`src/rtl/seven_segment_scan.sv`:
```
// seven_segment_scan
// ------------------
// Time-multiplexed driver for a NUM_DIGITS seven-segment display.
//
// The load strobe captures a packed hex value, a per-digit blank mask and the
// leading-zero-blanking enable into shadow registers. A prescaler produces one
// refresh tick every REFRESH_DIV cycles. Each tick moves the scan to the next
// digit. A blink counter driven by the ticks toggles a blink phase every
// BLINK_TICKS ticks while blink_en is high.
//
// All outputs are registered. They are computed from the state held before
// the edge, so seg_out and dig_sel always change together.
//
// Ports:
//   clk         in   system clock, all state on the rising edge
//   rst         in   synchronous active-high reset
//   load        in   single-cycle strobe, captures value_in/blank_mask/lzb_en
//   value_in    in   packed nibbles, digit 0 in bits [3:0]
//   blank_mask  in   bit i = 1 forces digit i dark
//   lzb_en      in   leading-zero blanking enable
//   blink_en    in   live blink enable (not latched)
//   seg_out     out  segments {g,f,e,d,c,b,a}, active-low
//   dig_sel     out  digit enables, active-low, one-hot-low after reset
//   tick        out  one-cycle pulse at each digit advance
module seven_segment_scan #(
    parameter int NUM_DIGITS  = 4,
    parameter int REFRESH_DIV = 50000,
    parameter int BLINK_TICKS = 250
) (
    input  logic                      clk,
    input  logic                      rst,
    input  logic                      load,
    input  logic [4*NUM_DIGITS-1:0]   value_in,
    input  logic [NUM_DIGITS-1:0]     blank_mask,
    input  logic                      lzb_en,
    input  logic                      blink_en,
    output logic [6:0]                seg_out,
    output logic [NUM_DIGITS-1:0]     dig_sel,
    output logic                      tick
);

    localparam int IDX_W   = (NUM_DIGITS > 1) ? $clog2(NUM_DIGITS) : 1;
    localparam int PRESC_W = $clog2(REFRESH_DIV);
    localparam int BLINK_W = (BLINK_TICKS > 1) ? $clog2(BLINK_TICKS) : 1;

    localparam logic [IDX_W-1:0]   IDX_LAST   = IDX_W'(NUM_DIGITS - 1);
    localparam logic [PRESC_W-1:0] PRESC_LAST = PRESC_W'(REFRESH_DIV - 1);
    localparam logic [BLINK_W-1:0] BLINK_LAST = BLINK_W'(BLINK_TICKS - 1);

    localparam logic [6:0] SEG_DARK = 7'b1111111;

    // ------------------------------------------------------------------
    // State
    // ------------------------------------------------------------------
    logic [4*NUM_DIGITS-1:0] value_q, value_d;
    logic [NUM_DIGITS-1:0]   mask_q,  mask_d;
    logic                    lzb_q,   lzb_d;
    logic [PRESC_W-1:0]      presc_q, presc_d;
    logic [IDX_W-1:0]        idx_q,   idx_d;
    logic [BLINK_W-1:0]      blink_cnt_q, blink_cnt_d;
    logic                    blink_ph_q,  blink_ph_d;
    logic [6:0]              seg_q,   seg_d;
    logic [NUM_DIGITS-1:0]   dig_sel_q, dig_sel_d;
    logic                    tick_q,  tick_d;

    // ------------------------------------------------------------------
    // Per-digit helpers
    // ------------------------------------------------------------------
    logic [3:0]            nib [NUM_DIGITS];
    logic [NUM_DIGITS-1:0] nib_zero;
    logic [NUM_DIGITS-1:0] upper_zero;   // bit i: nibbles i..NUM_DIGITS-1 all zero

    genvar gi;
    generate
        for (gi = 0; gi < NUM_DIGITS; gi++) begin : g_digit
            assign nib[gi]       = value_q[4*gi +: 4];
            assign nib_zero[gi]  = (value_q[4*gi +: 4] == 4'h0);
            assign dig_sel_d[gi] = (idx_q != IDX_W'(gi));
            if (gi == NUM_DIGITS - 1) begin : g_top
                assign upper_zero[gi] = nib_zero[gi];
            end else begin : g_chain
                assign upper_zero[gi] = nib_zero[gi] & upper_zero[gi+1];
            end
        end
    endgenerate

    function automatic logic [6:0] hex_decode(input logic [3:0] h);
        logic [6:0] s;
        case (h)
            4'h0:    s = 7'b1000000;
            4'h1:    s = 7'b1111001;
            4'h2:    s = 7'b0100100;
            4'h3:    s = 7'b0110000;
            4'h4:    s = 7'b0011001;
            4'h5:    s = 7'b0010010;
            4'h6:    s = 7'b0000010;
            4'h7:    s = 7'b1111000;
            4'h8:    s = 7'b0000000;
            4'h9:    s = 7'b0010000;
            4'hA:    s = 7'b0001000;
            4'hB:    s = 7'b0000011;
            4'hC:    s = 7'b1000110;
            4'hD:    s = 7'b0100001;
            4'hE:    s = 7'b0000110;
            default: s = 7'b0001110;   // 4'hF
        endcase
        return s;
    endfunction

    // ------------------------------------------------------------------
    // Next-state logic
    // ------------------------------------------------------------------
    logic terminal;
    logic dark;

    always_comb begin
        terminal = (presc_q == PRESC_LAST);

        value_d = value_q;
        mask_d  = mask_q;
        lzb_d   = lzb_q;
        if (load) begin
            value_d = value_in;
            mask_d  = blank_mask;
            lzb_d   = lzb_en;
        end

        presc_d = terminal ? '0 : presc_q + 1'b1;

        idx_d = idx_q;
        if (terminal) begin
            idx_d = (idx_q == IDX_LAST) ? '0 : idx_q + 1'b1;
        end

        // Blink state is parked at zero whenever blinking is off, so a new
        // blink_en always starts with a full visible half-period.
        blink_cnt_d = blink_cnt_q;
        blink_ph_d  = blink_ph_q;
        if (!blink_en) begin
            blink_cnt_d = '0;
            blink_ph_d  = 1'b0;
        end else if (terminal) begin
            if (blink_cnt_q == BLINK_LAST) begin
                blink_cnt_d = '0;
                blink_ph_d  = ~blink_ph_q;
            end else begin
                blink_cnt_d = blink_cnt_q + 1'b1;
            end
        end

        // Digit 0 is never leading-zero blanked so an all-zero value shows "0".
        dark = mask_q[idx_q]
             | (lzb_q & (idx_q != '0) & upper_zero[idx_q])
             | (blink_en & blink_ph_q);

        seg_d  = dark ? SEG_DARK : hex_decode(nib[idx_q]);
        tick_d = terminal;
    end

    // ------------------------------------------------------------------
    // Registers
    // ------------------------------------------------------------------
    always_ff @(posedge clk) begin
        if (rst) begin
            value_q     <= '0;
            mask_q      <= '0;
            lzb_q       <= 1'b0;
            presc_q     <= '0;
            idx_q       <= '0;
            blink_cnt_q <= '0;
            blink_ph_q  <= 1'b0;
            seg_q       <= SEG_DARK;
            dig_sel_q   <= '1;
            tick_q      <= 1'b0;
        end else begin
            value_q     <= value_d;
            mask_q      <= mask_d;
            lzb_q       <= lzb_d;
            presc_q     <= presc_d;
            idx_q       <= idx_d;
            blink_cnt_q <= blink_cnt_d;
            blink_ph_q  <= blink_ph_d;
            seg_q       <= seg_d;
            dig_sel_q   <= dig_sel_d;
            tick_q      <= tick_d;
        end
    end

    assign seg_out = seg_q;
    assign dig_sel = dig_sel_q;
    assign tick    = tick_q;

endmodule

```
`config.mk`:
```
export PLATFORM = sky130hd
export DESIGN_NAME = seven_segment_scan
export DESIGN_NICKNAME = d
export VERILOG_FILES = /design/src/rtl/seven_segment_scan.sv
export SDC_FILE = /design/constraint.sdc
export NUM_CORES = 1
export LEC_CHECK = 0
export BUFFER_PORTS_ARGS = -buffer_cell sky130_fd_sc_hd__buf_2
export CAP_MARGIN = 20
export CORE_MARGIN = 1
export CORE_UTILIZATION = 50
export CTS_BUF_LIST = sky130_fd_sc_hd__clkbuf_4 sky130_fd_sc_hd__clkbuf_8 sky130_fd_sc_hd__clkbuf_16
export CTS_CLUSTER_DIAMETER = 60
export DETAILED_ROUTE_END_ITERATION = 12
export PLACE_DENSITY_LB_ADDON = 0.05
export SYNTH_ARGS = -nofsm -noshare
export SYNTH_HDL_FRONTEND = slang
export SYNTH_SLANG_ARGS = --single-unit
```
`constraint.sdc`:
```
create_clock -name clk -period 2.2 [get_ports clk]
set_input_delay 0.44 -clock clk [delete_from_list [all_inputs] [get_ports clk]]
set_output_delay 0.44 -clock clk [all_outputs]
set_load 0.01 [all_outputs]
```
==> metrics.yaml <==
logic_synthesis:
  yosysSeqAreaShare_pct: 42.7
  async_flop_share_pct: 0
  ys.flop_type: "dfxtp_1"
  synthCells: 294
  ys_seq_elements: 60
  syn_area_um2: 2810
  avgSynthCellArea_um2: 9.56
  synth_edf_count: 0
  synthDistinctLibCells: 46
  synthesis.nets: 332
  yosys_warnings: 0
route:
  drc_errors: 0
  dr.first_iter.drc_count: 91
  postRouteWirelength_um: 5310
  vias_per_cell: 5.32
  first_pass_iters: 4
  dr_total_vias: 2159
  wl_per_cell_um: 13.1
  antenna_left: 0
sta:
  setup_viol: 0
  fin_skew_ps: 7.62
  drv_slew: 0
  hold_viol: 0
  fmax_mhz: 489
  min_period_ps: 2040
  final.period_utilization_pct: 92.9
  final.setup.tns_ps: 0
  rsz0062_at_grt: "no"
  max_slew_margin_pct: 58.4
  tightest_slew_ps: 624
  fin_ws_ps: 155
finish:
  final_area_um2: 3250
  area_delta_synth_final_pct: 15.6
  diodes: 0
  final_util_pct: 61.7
  layout.nets: 369
  drive_gt1_share_pct: 21.7
worst_setup_path:
  worst_ep_required_time_ps: 2440
  critPathMaxFanout: 9
  cp.arrival_ps: 2290
  critPathKind: "flop to flop"
  endpoint_kind: "flop"
  startpoint_type: "flop"
placed_design:
  placement.io_buffers: 36
  placed_area_um2: 3070
  place_congestion: 0.818
  place_ws_ps: 44.5
  dp_hpwl_um: 3790
die:
  die_y_um: 77.0
  ios: 37
  die_w_um: 77.0
  initial_utilization_pct: 53.3
  fp.dieArea_um2: 5930
  core_region_area_um2: 5270
  rows: 26
global_route:
  antenna_found_initial: 0
  grt_usage_pct: 20.0
  grt_pass1_vias: 1989
  grt_max_degree: 32
  gr-total-overflow: 0
  grt_pass1_wl_um: 9270
pwr:
  ir_drop_uv: 407
  p_sw_w: 0.000524
  clkPwrFrac_pct: 39.6
  intPower_w: 0.00171
  p_comb_share_pct: 8.6
  power_frac_seq_pct: 51.8
  p_leak_nw: 1.28
  power_density_nw_per_um2: 688
  swShare_pct: 23.5
cts:
  cts_buffers: 9
  cts.sinks: 60
  cts_resized: 0
  postCtsSetupRepairBufs: 0
  insertion_delay_ps: 330
  cts_buffer_depth: 2
  hold_buffers: 0
  cts_tree: "yes"
  clockRootBuffer: "clkbuf_8"
  clk_pin_slew_ps: 70
  h-tree-depth: 3
status:
  status: "finished, final reports clean"
min_path:
  hold_path_class: "input port to flop"
run:
  drv_cap: 0
[power groups by stage]
stage                     clock network, W  logic [W]  registers (W)
final                             0.000885   0.000193        0.00116
after global routing              0.000964   0.000215        0.00116
after CTS                         0.000911   0.000194        0.00116
after detailed placement                 0   0.000193        0.00118
after global placement                   0   0.000191        0.00118
after floorplan                          0   0.000129        0.00118
[final timing paths]
check	depth (start not counted)	slack, ps	end	from
hold / removal	3	350	mask_q[3]	blank_mask[3]
setup reg to reg	5	160	blink_cnt_q[6]	presc_q[13]
hold reg to reg	1	480	presc_q[0]	presc_q[0]
setup / recovery	5	160	blink_cnt_q[6]	presc_q[13]
[stage by stage]
| step | hold slack, ps | total power [W] | std cells |
|---|---|---|---|
| 2_1_floorplan | 437 | 0.00131 | 294 |
| 5_1_grt | 352 | 0.00234 | 406 |
| 6_report | 350 | 0.00224 | 406 |
| 3_3_place_gp | 458 | 0.00137 | 390 |
| 4_1_cts | 335 | 0.00226 | 406 |
| 3_5_place_dp | 466 | 0.00138 | 390 |
[cells in the final DEF (no fill, tap or decap), drive strengths merged, types with 6 or more instances in the layout]
cell,Yosys,layout
dfxtp,60,60
nor2,46,46
buf,5,41
mux2i,22,22
nand2,17,17
a21oi,14,14
clkbuf,10,14
ha,13,13
nand3,13,13
xnor2,10,10
inv,9,9
xor2,9,9
mux4,6,6
nand2b,6,6
[worst max-delay path, cell delays in order, from the launching register on]
cell and delay [ps]:
dfxtp_1 330, or4b_4 550, nor3_4 160, nand3_2 220, or3_1 440, a221oi_2 260
[final cells by class]
| type | count | area [um2] |
|---|---|---|
| Clock buffer | 14 | 168 |
| Clock inverter | 2 | 10.0 |
| Fill cell | 462 | 2020 |
| Inverter | 9 | 33.8 |
| Multi-Input combinational cell | 210 | 1520 |
| Sequential cell | 60 | 1200 |
| Tap cell | 70 | 87.6 |
| Timing Repair Buffer | 41 | 230 |
[state kept, by name (all words and copies together), names as in the netlist]
signal,count
seg_out,7
blink_cnt_q,8
idx_q,2
mask_q,4
tick,1
lzb_q,1
blink_ph_q,1
presc_q,16
value_q,16
dig_sel,4
[per-layer routing]
layer / global-route usage [%] / up-vias / share of wire [%] / wire length, um
met5: 0 / - / 0 / 0
met1: 28.2 / 997 / 53 / 2800
met2: 28.6 / 48 / 42 / 2240
met4: 10.4 / 0 / 1.8 / 93
li1: - / 1104 / - / -
met3: 4.17 / 10 / 3.3 / 174
[logic make-up (layout without fill, tap and decap cells)]
group,Yosys count,after routing,share of synthesized area (%)
adders and majority gates,13,13,5.79
AOI/OAI and AO/OA,33,33,8.23
buffers and inverters,24,66,3.34
and+or+nand+nor,116,116,21.0
DFF,60,60,42.7
xor gates and xnor gates,19,19,5.92
muxes,29,29,13.0
[synthesized netlist by cell type, drive strengths merged, types with 2 or more instances]
| master | n | share of area (%) |
|---|---|---|
| dfxtp | 60 | 43 |
| nor2 | 46 | 6.1 |
| mux2i | 22 | 7.8 |
| nand2 | 17 | 2.3 |
| a21oi | 14 | 2.5 |
| ha | 13 | 5.8 |
| nand3 | 13 | 2.5 |
| clkbuf | 10 | 1.4 |
| xnor2 | 10 | 3.1 |
| inv | 9 | 1.2 |
| xor2 | 9 | 2.8 |
| mux4 | 6 | 4.8 |
| nand2b | 6 | 1.3 |
| buf | 5 | 0.76 |
| nand4 | 5 | 1.1 |
| o21ai | 5 | 0.89 |
| and3 | 4 | 0.89 |
| nor3 | 4 | 1.1 |
| nor4 | 4 | 0.89 |
| or3 | 4 | 0.89 |
| a211oi | 3 | 0.80 |
| nor2b | 3 | 0.67 |
| a31oi | 2 | 0.44 |
| o221ai | 2 | 0.62 |
| or4b | 2 | 0.85 |
Note: power is estimated with default switching activity, not from simulation.
